<file path="config.mk">
export PLATFORM = sky130hd
export DESIGN_NAME = regfile_param
export DESIGN_NICKNAME = d
export VERILOG_FILES = /design/src/rtl/regfile_param.sv
export SDC_FILE = /design/constraint.sdc
export NUM_CORES = 2
export LEC_CHECK = 0
export CAP_MARGIN = 40
export CORE_ASPECT_RATIO = 0.75
export CORE_MARGIN = 2
export CORE_UTILIZATION = 53
export DETAILED_ROUTE_END_ITERATION = 8
export PLACE_DENSITY = 0.72
export SYNTH_ARGS = -nofsm -noshare
export SYNTH_HDL_FRONTEND = slang
export SYNTH_SLANG_ARGS = --single-unit
</file>
<file path="constraint.sdc">
create_clock -name clk -period 70.9 [get_ports clk]
set_input_delay 21.27 -clock clk [delete_from_list [all_inputs] [get_ports clk]]
set_output_delay 21.27 -clock clk [all_outputs]
set_load 0.02 [all_outputs]
</file>
<file path="src/rtl/regfile_param.sv">
// regfile_param: multi-ported register file with an issue scoreboard.
// It has two combinational read ports and one synchronous write port.
// Register 0 is hardwired to zero. Write-to-read forwarding is optional.
// Each register has one busy bit that tracks a write still in flight.
module regfile_param #(
    parameter int WIDTH  = 32,
    parameter int DEPTH  = 32,
    parameter int BYPASS = 1
) (
    input  logic                       clk,
    input  logic                       reset,
    input  logic                       regWr,
    input  logic [$clog2(DEPTH)-1:0]   rW,
    input  logic [WIDTH-1:0]           busW,
    input  logic [$clog2(DEPTH)-1:0]   rS1,
    input  logic [$clog2(DEPTH)-1:0]   rS2,
    output logic [WIDTH-1:0]           busA,
    output logic [WIDTH-1:0]           busB,
    input  logic                       setBusy,
    input  logic [$clog2(DEPTH)-1:0]   rBusy,
    output logic                       busyA,
    output logic                       busyB,
    output logic                       anyBusy
);

    localparam int AW = $clog2(DEPTH);

    // Bit 0 of the scoreboard can never be set; the register it covers is constant.
    localparam logic [DEPTH-1:0] BUSY_MASK = {{(DEPTH-1){1'b1}}, 1'b0};

    logic [WIDTH-1:0] mem [DEPTH];
    logic [DEPTH-1:0] busy;

    logic             wr_en;
    logic             set_en;
    logic [DEPTH-1:0] set_vec;
    logic [DEPTH-1:0] clr_vec;

    logic             fwd_a;
    logic             fwd_b;
    logic [WIDTH-1:0] stored_a;
    logic [WIDTH-1:0] stored_b;

    // A write to r0 is dropped here, so r0 storage keeps its reset value of zero.
    assign wr_en  = regWr && (rW != '0);
    assign set_en = setBusy && (rBusy != '0);

    // Decode the scoreboard set and clear requests into one-hot vectors.
    always_comb begin
        set_vec = '0;
        clr_vec = '0;
        if (set_en) begin
            set_vec[rBusy] = 1'b1;
        end
        if (wr_en) begin
            clr_vec[rW] = 1'b1;
        end
    end

    // Register storage. It is cleared asynchronously and written on the rising edge.
    always_ff @(posedge clk or posedge reset) begin
        if (reset) begin
            for (int i = 0; i < DEPTH; i++) begin
                mem[i] <= '0;
            end
        end else if (wr_en) begin
            mem[rW] <= busW;
        end
    end

    // Scoreboard update. The set term is ORed in after the clear,
    // so a new issue wins over a write that retires on the same edge.
    always_ff @(posedge clk or posedge reset) begin
        if (reset) begin
            busy <= '0;
        end else begin
            busy <= ((busy & ~clr_vec) | set_vec) & BUSY_MASK;
        end
    end

    // Forwarding detect. wr_en already excludes r0, so r0 is never forwarded.
    always_comb begin
        fwd_a = 1'b0;
        fwd_b = 1'b0;
        if (BYPASS != 0) begin
            fwd_a = wr_en && (rS1 == rW);
            fwd_b = wr_en && (rS2 == rW);
        end
    end

    // Stored-value lookup. r0 is forced to zero explicitly, independent of storage.
    always_comb begin
        stored_a = (rS1 == '0) ? '0 : mem[rS1];
        stored_b = (rS2 == '0) ? '0 : mem[rS2];
    end

    // Read ports. Reset masks everything, including the forwarding path.
    always_comb begin
        busA = '0;
        busB = '0;
        if (!reset) begin
            busA = fwd_a ? busW : stored_a;
            busB = fwd_b ? busW : stored_b;
        end
    end

    // Busy outputs. A forwarded operand is no longer waiting on its producer.
    always_comb begin
        busyA   = 1'b0;
        busyB   = 1'b0;
        anyBusy = 1'b0;
        if (!reset) begin
            busyA   = busy[rS1] && !fwd_a;
            busyB   = busy[rS2] && !fwd_b;
            anyBusy = |busy;
        end
    end

    // AW is derived from DEPTH and kept local so that it cannot be overridden.
    if (AW < 2) begin : g_depth_too_small
        $error("regfile_param: DEPTH must be at least 4");
    end

endmodule

</file>
Word-level counts from Yosys, hierarchy flattened
Index checks and enable logic that the tools add are counted.
Word-level totals
  flip-flop bits (word level): 1055
  input port bits: 56
  output and inout bits: 67
  word-level logic and storage cells: 95
Cells by class
  magnitude comparators: 10
  equal/unequal tests: 2
  multiplexer cells: 28
  bitwise operators: 6
  reduce and logical (&&, ||, !) cells: 16
Operator list (number)
  bitwise mux 1024 bit: 1
  2-to-1 mux 32 bit: 13
  binary-select mux 32 bit (select 5 bit): 2
  demux 32 bit (select 5 bit): 1
  bitwise AND 32 bit: 1
  NOT 32 bit: 1
  bitwise OR 32 bit: 1
  OR reduction 31 bit: 1
  less-than comparator 5 x 6 -> 1 bit (second input constant): 4
  greater-or-equal comparator 6 bit (second input constant): 3
  NOT 5 -> 6 bit: 3
  binary-select mux 1 bit (select 5 bit): 2
  demux 1 bit (select 5 bit): 2
  equality test 5 bit: 2
  greater-or-equal comparator 5 x 1 -> 1 bit (second input constant): 2
  zero test 5 bit: 2
  nonzero test 5 bit: 2
  logical AND 1 bit: 9
  2-to-1 mux 1 bit: 7
  less-than comparator 6 x 1 -> 1 bit (second input constant): 1
  zero test 1 bit: 2

Depth between registers and ports, before layout
  depth after elaboration: 8
  gate-level depth with buffers: 10
  depth with buffers taken out: 5

Worst setup path after synthesis
No wires, ideal clock.
  path type: input port to output port
  start: in reset
  end: out busB[23]
  data arrival time: 49839 ps
  required time: 49630 ps
  path slack: -209 ps
  stages on the path: 4
  buffers on the path: 0
  cell sequence: inv_1 o311ai_1 a211oi_1 a221o_1
On the way
  longest elaborated chain between the ends: 1
RTL lines
  start: declaration: RTL line 11  | input logic reset,
  2-to-1 mux 32 bit: RTL line 101  | if (!reset) begin
  end: declaration: RTL line 18  | output logic [WIDTH-1:0] busB,
Every way passes these cells.

Final worst setup path
  start: in rS2[0]
  end: out busB[10]
On the way
  longest elaborated chain between the ends: 7
  elaborated cells on any way between the ends: 10
  classes of those cells: 1 x eq/ne; 6 x mux; 1 x bitwise; 2 x reduce/logical
RTL lines
  start: declaration: RTL line 16  | input logic [$clog2(DEPTH)-1:0] rS2,
  NOT 5 -> 6 bit (not written as such): RTL line 94  | stored_b = (rS2 == '0) ? '0 : mem[rS2];
  binary-select mux 32 bit (select 5 bit): RTL line 94
  2-to-1 mux 32 bit (not written as such) (2 in series): RTL line 94
  2-to-1 mux 32 bit: RTL line 94
  2-to-1 mux 32 bit *: RTL line 103  | busB = fwd_b ? busW : stored_b;
  2-to-1 mux 32 bit *: RTL line 101
Mark *: on every way between the ends. The rest lies on a longest branch, timed or not. The select of a mux whose other input is x is not followed.

==> results by group <==
Placement
  • Dpl ws: 23.83 ns
  • Buffers added on ports: 122
  • Cell Area, Placed: 60,330 sq um
  • Gpl congestion: 0.8248
  • Post-DP HPWL: 103,300 um

STA
  • Clock skew: 0 ns
  • Worst Setup Slack, final: 23.87 ns
  • Hold Vio Cnt, Final: 0
  • Max-Slew Margin vs Limit: 34.44%
  • Final Slew Violations: 0
  • Slew @ Worst Pin: 0.9834 ns
  • Post-layout min period: 47.03 ns
  • Final period util: 66.34%
  • Final Setup Violations: 0
  • RSZ-0062 raised after global routing: false
  • Setup TNS: 0 ns
  • Fmax: 21.26 MHz

Min path
  • HP Class: reg2reg

Route
  • Routed len/inst: 34.23 um
  • DRC Markers: 0
  • Drt total wl: 176,700 um
  • First drt pass iteration count: 5
  • Routed vias: 36,250
  • Final ANT Viol Nets: 0
  • First-iteration detailed-routing DRC count: 3,885
  • DR vias/cell: 7.021

Synth
  • Post-synth EDFFs: 0
  • Post-Synthesis Cells: 3,692
  • Syn_nets: 3,748
  • Syn. warnings: 0
  • Top_reg_cell synth: dfrtp_1
  • Post-Syn Area per Cell: 15.47 sq um
  • Ys async rst share: 100.0%
  • Post-synthesis sequential area ratio: 46.23%
  • Distinct cells, synth: 59
  • Post-Syn Area: 57,110 sq um
  • Yosys reg bits: 1,055

CTS
  • TritonCTS Buffers: 108
  • Root Driver: clkbuf_16
  • Setup Buffers After CTS: 0
  • Clock sink count: 1,055
  • Cts-stage hold buffer count: 0
  • H-tree depth: 3
  • Clock transition at path regs: 0.06 ns
  • Clk Latency, worst-skew pair: 0.68 ns
  • Clk buf depth: 3
  • TritonCTS clock tree: built
  • Post-cts sizing count: 0

Finish
  • Multi-input logic area: 28,950 sq um
  • Final Net Count: 3,702
  • Area Overhead vs Synth: 12.15%
  • # fillers: 8,015
  • FF/Latch Area: 26,400 sq um
  • Final instance area: 64,050 sq um
  • Layout cell share with drive strength beyond 1: 52.69%

GRT
  • Vias in the first global route: 36,530
  • Largest net degree at the start of global routing: 168
  • Total track usage: 32.39%
  • Overflow left after global routing: 0
  • First-pass GRT wire length: 259,800 um
  • Initial antenna violation count: 6

Setup path
  • Crit path DAT: 25.76 ns
  • Crit end category: output port
  • Startpoint Class: input port
  • Kind of critical path: in2out
  • Worst Path Required: 49.63 ns
  • CP Max Fanout: 66

Die
  • I/O Pins: 123
  • Total core area: 107,100 sq um
  • Die W: 383.0 um
  • Die Height: 288.3 um
  • Die area: 110,400 sq um
  • Starting Density: 53.33%
  • Std cell rows: 104

Power
  • VDD IR max: 0.00002019 V
  • Pleak: 27.57 nW
  • Cell Pwr Density: 27.83 nW/um^2

Run status
  • Status: complete, no violations

Flow run
  • Max-cap violations: 0
[where the power goes]
part / switching [mW] / leakage (nW) / internal [mW]
combinational: 0.151 / 12.2 / 0.232
sequential: 0.0841 / 13.5 / 0.717
clock: 0.244 / 1.84 / 0.354
total: 0.479 / 27.6 / 1.30
[metrics by stage]
stage | hold slack (ns) | util [%] | power, mW | cells
2_1_floorplan | 0.4413 | - | 1.081 | 3692
3_3_place_gp | 0.3766 | 55.22 | 1.167 | 4913
3_5_place_dp | 0.3833 | 56.34 | 1.189 | 4967
4_1_cts | 0.3967 | 59.80 | 1.784 | 5162
5_1_grt | 0.4047 | 59.80 | 1.852 | 5162
6_report | 0.3923 | 59.80 | 1.783 | 5163
[cells in the mapped netlist, types with 23 or more instances]
master	instances	share of area, %
nand2_1	101	0.66
a32oi_1	23	0.35
buf_2	114	1.0
nor2_1	25	0.16
buf_4	38	0.50
a22oi_1	41	0.54
mux4_2	549	22
o21ai_0	40	0.35
a22o_1	25	0.38
clkbuf_1	192	1.3
dfrtp_1	1055	46
mux2_2	1038	20
buf_1	62	0.41
mux2i_1	138	2.4
a32o_1	39	0.68
[kinds of logic (layout without fill, tap and decap cells)]
group / Yosys count / after routing / share of synthesized area, %
and+or+nand+nor: 217 / 217 / 1.895
xor gates and xnor gates: 10 / 10 / 0.1534
other: 0 / 1 / 0
DFF: 1055 / 1055 / 46.23
buffers and inverters: 430 / 469 / 3.619
AOI/OAI and AO/OA: 247 / 247 / 3.411
muxes: 1733 / 1733 / 44.69
[cells in the final DEF (no fill, tap or decap), drive strengths merged, types with 4 or more instances in the layout]
cell type / instances
or2: 4
a211oi: 10
bufinv: 9
mux2i: 138
nand2b: 7
a221o: 6
nor4: 10
a22o: 25
nand2: 102
nand4b: 6
a21oi: 10
a221oi: 15
nor2: 25
a22oi: 41
buf: 159
nand3: 15
nor3b: 7
a211o: 6
clkbuf: 167
xor2: 5
xnor2: 5
clkinv: 19
nand3b: 4
o21ai: 40
a32o: 39
mux2: 1046
mux4: 549
o211ai: 13
a32oi: 23
dfrtp: 1055
clkdlybuf4s50: 112
nor3: 9
nor2b: 16
o2bb2ai: 6
nand4: 4
[final timing paths]
kind | start | to | slack [ns] | cells after the start
setup / recovery | rS2[0] | busB[10] | 23.87 | 9
hold / removal | mem[1021] | mem[1021] | 0.39 | 0
setup reg to reg | busy[23] | busy[23] | 70.07 | 2
hold reg to reg | mem[1021] | mem[1021] | 0.39 | 0
max in group asynchronous | reset | mem[442] | 46.93 | 7
min in group asynchronous | reset | mem[608] | 21.38 | 2
[cell type report]
class	instances	share of cell area, %
inverter	3	0.02735
clock inverter	28	0.5802
tap	1431	2.796
timing repair buffer	271	4.954
clock buffer	167	5.216
sequential	1055	41.22
antenna	1	0.003907
multi-input combinational	2207	45.20
[registers in the layout, summed over array words and instances (netlist names)]
register  cells
mem        1024
busy         31
[routing by layer]
metal	vias to the layer above	GRT usage (%)	share of wire (%)
met5	-	0	0.053
met4	16	12.62	4.5
met3	459	8.911	9.9
met2	1815	48.47	45
met1	19590	45.45	41
li1	14370	-	-
[critical path, cell delays in order]
cell and delay (ns):
buf_8 0.53, buf_4 0.79, buf_4 0.77, mux4_2 0.60
nor2b_1 0.14, a211oi_1 0.48, a2111oi_0 0.16, a211o_1 0.32
clkdlybuf4s50_1 0.54
Power figures use the tool's default switching activity.
